$ cat src/rtl/gray_updown_counter_pkg.sv
// rtl/gray_updown_counter_pkg.sv - shared Gray helpers and action encoding for the up/down counter
package gray_updown_counter_pkg;

    localparam int GRAY_MAX_W = 32;

    typedef enum logic [1:0] {
        ACT_HOLD  = 2'd0,
        ACT_CLR   = 2'd1,
        ACT_LOAD  = 2'd2,
        ACT_COUNT = 2'd3
    } act_e;

    function automatic logic [GRAY_MAX_W-1:0] bin2gray(input logic [GRAY_MAX_W-1:0] b);
        return b ^ (b >> 1);
    endfunction

    // Each binary bit is the XOR of all Gray bits at and above it.
    function automatic logic [GRAY_MAX_W-1:0] gray2bin(input logic [GRAY_MAX_W-1:0] g);
        logic [GRAY_MAX_W-1:0] b;
        b = '0;
        for (int i = 0; i < GRAY_MAX_W; i++) begin
            b[i] = ^(g >> i);
        end
        return b;
    endfunction

endpackage

$ cat src/rtl/gray_to_bin.sv
// rtl/gray_to_bin.sv - combinational width-generic Gray to binary decoder
module gray_to_bin #(
    parameter int W = 4
) (
    input  logic [W-1:0] gray,
    output logic [W-1:0] bin
);

    always_comb begin
        bin = '0;
        for (int i = 0; i < W; i++) begin
            bin[i] = ^(gray >> i);
        end
    end

endmodule

$ cat src/rtl/gray_updown_counter.sv
// rtl/gray_updown_counter.sv - modulo-MOD up/down counter with registered binary and Gray outputs
module gray_updown_counter
    import gray_updown_counter_pkg::*;
#(
    parameter int MOD       = 16,
    parameter int RESET_VAL = 0,
    localparam int W        = $clog2(MOD)
) (
    input  logic         clk,
    input  logic         rst_n,
    input  logic         clr,
    input  logic         load,
    input  logic         load_gray,
    input  logic [W-1:0] load_val,
    input  logic         en,
    input  logic         up,
    output logic [W-1:0] bin_out,
    output logic [W-1:0] gray_out,
    output logic         wrap,
    output logic         load_err,
    output logic         zero,
    output logic         at_max
);

    generate
        if (MOD < 2) begin : g_bad_mod
            $error("gray_updown_counter: MOD must be >= 2");
        end
        if (RESET_VAL < 0 || RESET_VAL >= MOD) begin : g_bad_reset_val
            $error("gray_updown_counter: RESET_VAL must be in 0..MOD-1");
        end
    endgenerate

    localparam logic [W-1:0] MAX_VAL  = W'(MOD - 1);
    localparam logic [W-1:0] RST_BIN  = W'(RESET_VAL);
    localparam logic [W-1:0] RST_GRAY = W'(bin2gray(GRAY_MAX_W'(RST_BIN)));

    logic [W-1:0] bin_r;
    logic [W-1:0] gray_r;
    logic         wrap_r;
    logic         load_err_r;

    logic [W-1:0] load_decoded;
    logic [W-1:0] load_bin;
    logic         load_ok;

    act_e         act;
    logic [W:0]   step;
    logic [W-1:0] bin_nxt;
    logic [W-1:0] gray_nxt;
    logic         wrap_nxt;
    logic         load_err_nxt;

    gray_to_bin #(
        .W (W)
    ) u_load_decode (
        .gray (load_val),
        .bin  (load_decoded)
    );

    assign load_bin = load_gray ? load_decoded : load_val;
    // Widened compare keeps the check meaningful even when MOD fills the width.
    assign load_ok  = ({1'b0, load_bin} <= {1'b0, MAX_VAL});

    always_comb begin
        act          = ACT_HOLD;
        step         = '0;
        bin_nxt      = bin_r;
        wrap_nxt     = 1'b0;
        load_err_nxt = 1'b0;

        if (clr) begin
            act = ACT_CLR;
        end else if (load) begin
            act = ACT_LOAD;
        end else if (en) begin
            act = ACT_COUNT;
        end

        case (act)
            ACT_CLR: begin
                bin_nxt = '0;
            end
            ACT_LOAD: begin
                if (load_ok) begin
                    bin_nxt = load_bin;
                end else begin
                    load_err_nxt = 1'b1;
                end
            end
            ACT_COUNT: begin
                if (up) begin
                    step = {1'b0, bin_r} + 1'b1;
                    if (bin_r == MAX_VAL) begin
                        bin_nxt  = '0;
                        wrap_nxt = 1'b1;
                    end else begin
                        bin_nxt = step[W-1:0];
                    end
                end else begin
                    // Borrow out of the extra bit marks the 0 -> MOD-1 wrap.
                    step = {1'b0, bin_r} - 1'b1;
                    if (step[W]) begin
                        bin_nxt  = MAX_VAL;
                        wrap_nxt = 1'b1;
                    end else begin
                        bin_nxt = step[W-1:0];
                    end
                end
            end
            default: begin
                bin_nxt = bin_r;
            end
        endcase

        gray_nxt = W'(bin2gray(GRAY_MAX_W'(bin_nxt)));
    end

    always_ff @(posedge clk or negedge rst_n) begin
        if (!rst_n) begin
            bin_r      <= RST_BIN;
            gray_r     <= RST_GRAY;
            wrap_r     <= 1'b0;
            load_err_r <= 1'b0;
        end else begin
            bin_r      <= bin_nxt;
            gray_r     <= gray_nxt;
            wrap_r     <= wrap_nxt;
            load_err_r <= load_err_nxt;
        end
    end

    assign bin_out  = bin_r;
    assign gray_out = gray_r;
    assign wrap     = wrap_r;
    assign load_err = load_err_r;
    assign zero     = (bin_r == '0);
    assign at_max   = (bin_r == MAX_VAL);

endmodule

$ cat config.mk
export PLATFORM = sky130hd
export DESIGN_NAME = gray_updown_counter
export DESIGN_NICKNAME = d
export VERILOG_FILES = /design/src/rtl/gray_updown_counter_pkg.sv /design/src/rtl/gray_to_bin.sv /design/src/rtl/gray_updown_counter.sv
export SDC_FILE = /design/constraint.sdc
export NUM_CORES = 1
export LEC_CHECK = 0
export CELL_PAD_IN_SITES_DETAIL_PLACEMENT = 0
export CELL_PAD_IN_SITES_GLOBAL_PLACEMENT = 2
export CORE_MARGIN = 2
export CORE_UTILIZATION = 35
export DETAILED_ROUTE_END_ITERATION = 16
export DONT_BUFFER_PORTS = 1
export GPL_TIMING_DRIVEN = 0
export PLACE_DENSITY = 0.8
export RECOVER_POWER = 50
export SETUP_SLACK_MARGIN = 0.1
export SLEW_MARGIN = 20
export SYNTH_ARGS = -nofsm -noshare
export SYNTH_HDL_FRONTEND = slang
export SYNTH_SLANG_ARGS = --single-unit
$ cat constraint.sdc
create_clock -name clk -period 2.6 [get_ports clk]
set_input_delay 0.39 -clock clk [delete_from_list [all_inputs] [get_ports clk]]
set_output_delay 0.39 -clock clk [all_outputs]
set_load 0.01 [all_outputs]
# Yosys cells after proc, flatten, opt, wreduce, memory -nomap -nowiden

Cells that the tools add are included.

Register bits after elaboration: 9
Bits in latches: 0
RAM bits: 0
ROM bits: 0
Input bits: 11
Word-level logic and storage cells: 27
Memories: 0

$add $sub $neg: 2
Multiply operators: 0
Divide/modulo/power cells: 0
$lt $le $gt $ge: 0
Eq/ne operators: 4
Shift operators: 0
Mux-type cells: 12
Bitwise logic cells: 1
Reduce and logical (&&, ||, !) cells: 5

Operator list:

| cell                                                               | number |
|---|---|
| 4-bit 2-to-1 mux                                                   | 4 |
| 4-bit XOR reduction                                                | 4 |
| 4-bit case mux with 3 select lines                                 | 1 |
| 2-bit 2-to-1 mux                                                   | 3 |
| 4-bit by 1-bit subtractor with 5-bit output, second input constant | 1 |
| 4-bit by 1-bit adder with 4-bit output, second input constant      | 1 |
| 2-bit == test, second input constant                               | 2 |
| 4-bit == test, second input constant                               | 1 |
| 4-bit logical NOT                                                  | 1 |
| 1-bit 2-to-1 mux                                                   | 4 |
| 4-bit by 3-bit bitwise XOR with 4-bit output                       | 1 |
| 2-bit by 1-bit == test with 1-bit output, second input constant    | 1 |

# Logic depth before layout (Yosys ltp)

Depth after elaboration: 6
Mapped depth: 7
Mapped depth without buffers: 7

# Hierarchy

Synthesis repeated with hierarchy kept, for this count alone.

Cells, all modules: 69
Area, all modules: 665.6 um^2

Modules (own cells, without submodules):

| module              | times used | cells an instance | area each (um^2) |
|---|---|---|---|
| gray_updown_counter | 1          | 64                | 615.6 |
| gray_to_bin         | 1          | 5                 | 50.0 |

# Least setup slack after synthesis

Ideal clock, no wire load.

Path type: register -> register
Start point: reg bin_r[0] (netlist: bin_out[0])
End point: reg gray_r[1] (netlist: gray_out[1])
Library setup time: 0.128 ns
Arrival time: 1.552 ns
Required time: 2.472 ns
Slack: 0.920 ns
Cell stages (with the launch flop): 8
Buffers on the path: 0
Period minus slack after synthesis: 1.680 ns
Cell sequence: dfrtp_1 inv_1 ha_1 mux2_4 nand2_1 xnor2_1 o211ai_2 xnor2_1

Longest elaborated chain between the ends: 5

RTL lines:

| element                                                             | RTL line                                              | RTL |
|---|---|---|
| from (decl)                                                         | gray_updown_counter.sv:38                             | `logic [W-1:0] bin_r;` |
| from (signal assigned)                                              | gray_updown_counter.sv:126                            | `bin_r <= bin_nxt;` |
| 4-bit by 1-bit subtractor with 5-bit output (tied with other cells) | gray_updown_counter.sv:102                            | `step = {1'b0, bin_r} - 1'b1;` |
| 4-bit 2-to-1 mux, on equally long branches                          | gray_updown_counter.sv:103, gray_updown_counter.sv:94 |  |
| 4-bit 2-to-1 mux *                                                  | gray_updown_counter.sv:92                             | `if (up) begin` |
| 4-bit case mux with 3 select lines *                                | gray_updown_counter.sv:80                             | `case (act)` |
| 4-bit by 3-bit bitwise XOR with 4-bit output *                      | gray_updown_counter_pkg.sv:14                         | `return b ^ (b >> 1);` |
| named net gray_nxt[1]                                               | gray_updown_counter.sv:50                             | `logic [W-1:0] gray_nxt;` |
| to (signal assigned)                                                | gray_updown_counter.sv:127                            | `gray_r <= gray_nxt;` |
| to (decl)                                                           | gray_updown_counter.sv:39                             | `logic [W-1:0] gray_r;` |

Mark *: on every way through the listed nets, which the timed path passes. The rest lies on a longest branch.

# Worst setup path after layout

Start point: reg bin_r[0] (netlist: bin_out[0])
End point: reg gray_r[0] (netlist: gray_out[0])

Longest elaborated chain between the ends: 5

RTL lines:

| element                                                             | RTL line                                              | RTL |
|---|---|---|
| 4-bit by 1-bit subtractor with 5-bit output (tied with other cells) | gray_updown_counter.sv:102                            |  |
| 4-bit 2-to-1 mux, on equally long branches                          | gray_updown_counter.sv:103, gray_updown_counter.sv:94 |  |
| 4-bit 2-to-1 mux                                                    | gray_updown_counter.sv:92                             |  |
| 4-bit case mux with 3 select lines *                                | gray_updown_counter.sv:80                             |  |
| named net bin_nxt[0]                                                | gray_updown_counter.sv:49                             | `logic [W-1:0] bin_nxt;` |
| 4-bit by 3-bit bitwise XOR with 4-bit output *                      | gray_updown_counter_pkg.sv:14                         |  |
| named net gray_nxt[0]                                               | gray_updown_counter.sv:50                             |  |

Marks and branches as above.

==> impl_metrics.ini <==
[sta]
finalCriticalPeriod_ns = 1.885
hold_ws_ns = 0.2549
rsz0062_at_grt = no
finalCritPeriodShare_pct = 72.51
hold_viol = 0
maxSlewViolCount = 0
fin_skew_ns = 0.002321
fmax_mhz = 530.4
finalSetupViolCount = 0
setup_tns_ns = 0

[synth]
syn_nets = 82
synth_cell_types = 28
yosys_warnings = 0
synth_top_area_share_pct = 31.68
synth_area_leaders = dfrtp_1 32%, xor2_1 6.9%, ha_1 5.9%
dominantRegCellSynth = dfrtp_1
synth_cells = 68
syn_avg_cell_area_um2 = 9.292
synth_area_leader_cell = dfrtp_1
syn_area_um2 = 631.9
synth.most_common_cell = nand2_1
synth_edf_count = 0
synth-async-reset-ratio_pct = 100.0
synth-seq-cells = 8
synthTopCellsByCount = 9 x nand2_1, 8 x dfrtp_1, 5 x inv_1, 5 x xor2_1, 4 x a21oi_1
ys_seq_area_share_pct = 31.68

[die]
core_area_mm2 = 0.001708
die_w_um = 46.49
die_h_um = 46.49
fp.dieArea_mm2 = 0.002161
fp-row-count = 15
ios = 23
initial_utilization_pct = 37.00

[clocking]
cts.reportedPaths.clkPinSlew_ns = 0.05
clkSinkCount = 8
cts_root_buffer = clkbuf_4
cts_buffer_depth = 2
clock_latency_ns = 0.25
cts_made_buffers = 3
h-tree-depth = 1
cts_tree = yes
cts_resized = 0

[power_and_ir_drop]
seq_power_share_pct = 46.5
p_per_area_mw_per_mm2 = 515.4
power.share.switching_pct = 32.53
p_clk_share_pct = 25.5
max-vdd-ir-drop_v = 0.0002094
switchingPower_uw = 116.6
combPwrFrac_pct = 27.9
intPower_uw = 241.9
p_leak_uw = 0.0003095

[worst_setup_path]
critPathArrivalTime_ns = 2.05
slowest_delay_ns = 0.48
cp-end-kind = register
cp_max_fo = 7
crit_path_start_kind = register
critical_path.top_delay_family = flip-flops
required_ns = 2.77
crit_path_top_delay_cell = dfrtp_1
crit_chain = inv_1 > ha_1 > nand2b_4 > o21a_1 > or3_1 > o211ai_2 > xor2_1
path_buf_inv = 1
critPathKind = reg -> reg

[finish]
antennaDiodeCount = 0
syn2layout_area_growth_pct = 10.10
drive_gt1_share_pct = 18.06
fillers = 179
fin_nets = 88

[flow_run]
maxCapViolCount = 0

[placed_design]
dpl.hpwl_um = 934.9
portBuffers = 0
gp_congestion = 0.6866

[detailed_routing]
viasPerCell = 4.887
remaining_drc_errors = 0
ant_nets = 0
drt_iter0_markers = 2
wire_per_inst_um = 11.98
vias = 474
wl_um = 1162
firstDrtPassIters = 3

[global_routing]
grt_pass1_wl_um = 1849
antenna_found_initial = 0
grt_start_max_net_pins = 12
grt-ovfl-total = 0
grt.total_usage_pct = 11.81
grt_pass1_vias = 424

[hold_path]
worstHoldPathType = in -> reg

[status]
status = finished clean
power by group through the flow:
stage / clock (uW) / sequential (uW) / combinational [uW]
CTS: 93.5 / 168 / 101
finish: 91.5 / 167 / 100
floorplan: 0 / 164 / 85.5
detailed placement: 0 / 170 / 97.5
global placement: 0 / 170 / 97.6
global route: 102 / 170 / 113
cell families (layout without fill, tap and decap cells):
kind of cell	after synthesis	in the layout	synth area share (%)
flops	8	8	31.68
other cells	1	1	0.5935
fa+ha+maj	3	3	5.941
xor+xnor	8	8	11.09
buf+inv	8	12	7.128
compound gates	14	14	18.22
simple gates	23	23	19.01
mux	3	3	6.337
per-stage QoR:
step	util (%)	worst slack (ns)	instances	power, uW	area, um^2
final	40.73	0.7148	97	358.5	695.7
after global routing	40.73	0.5621	97	384.7	695.7
after CTS	40.73	0.7042	97	362.5	695.7
after detailed placement	38.83	0.7290	93	267.7	663.1
after global placement	38.83	0.7233	93	267.7	663.1
after floorplan	-	0.9201	68	249.1	631.9
state kept, by name (all words and copies together) (netlist names):
signal,count
bin_out,4
gray_out,3
wrap,1
area by class of cell:
| cell class | instances | area, um^2 | area share [%] |
|---|---|---|---|
| timing repair buffer | 1 | 10.01 | 1.439 |
| multi-input combinational | 52 | 386.6 | 55.58 |
| tap | 25 | 31.28 | 4.496 |
| buffer | 3 | 26.28 | 3.777 |
| inverter | 5 | 18.77 | 2.698 |
| clock buffer | 3 | 22.52 | 3.237 |
| sequential | 8 | 200.2 | 28.78 |
worst reg2reg max path, delay by kind of cell, from the launching register on:
kind,cells,cell delay [ns]
xor+xnor,1,0.16
buf+inv,1,0.19
compound gates,2,0.26
flops,1,0.48
fa+ha+maj,1,0.27
simple gates,2,0.45
path summary, 6_finish.rpt:
path / from / to / slack, ns / cells after the start
setup / recovery: bin_out[0] / gray_out[0] / 0.71 / 7
hold / removal: clr / bin_out[3] / 0.25 / 1
hold reg to reg: bin_out[0] / bin_out[0] / 0.75 / 2
max in group asynchronous: rst_n / gray_out[2] / 1.86 / 1
setup reg to reg: bin_out[0] / gray_out[0] / 0.71 / 7
min in group asynchronous: rst_n / bin_out[1] / 0.48 / 1
placed cells by master, fill, tap and decap left out, types with 3 or more instances in the layout:
cell type | synthesis | layout
a21oi_1 | 4 | 4
clkbuf_4 | 0 | 3
dfrtp_1 | 8 | 8
ha_1 | 3 | 3
inv_1 | 5 | 5
nand2_1 | 9 | 9
nor2_1 | 3 | 3
o21ai_0 | 3 | 3
xnor2_1 | 3 | 3
xor2_1 | 5 | 5
layer usage:
metal	share of wire (%)	vias up	GRT usage, %
li1	-	240	-
met1	48	219	16.59
met2	46	15	17.78
met3	6.3	0	2.745
met4	0	0	3.429
met5	0	-	0
repair_timing:
action	in CTS	in global routing
endpoints found under the setup margin	0	0
buffers inserted	0	0
endpoints found under the hold margin	8	0
hold buffers	1	0
(Power assumes the default switching activity.)
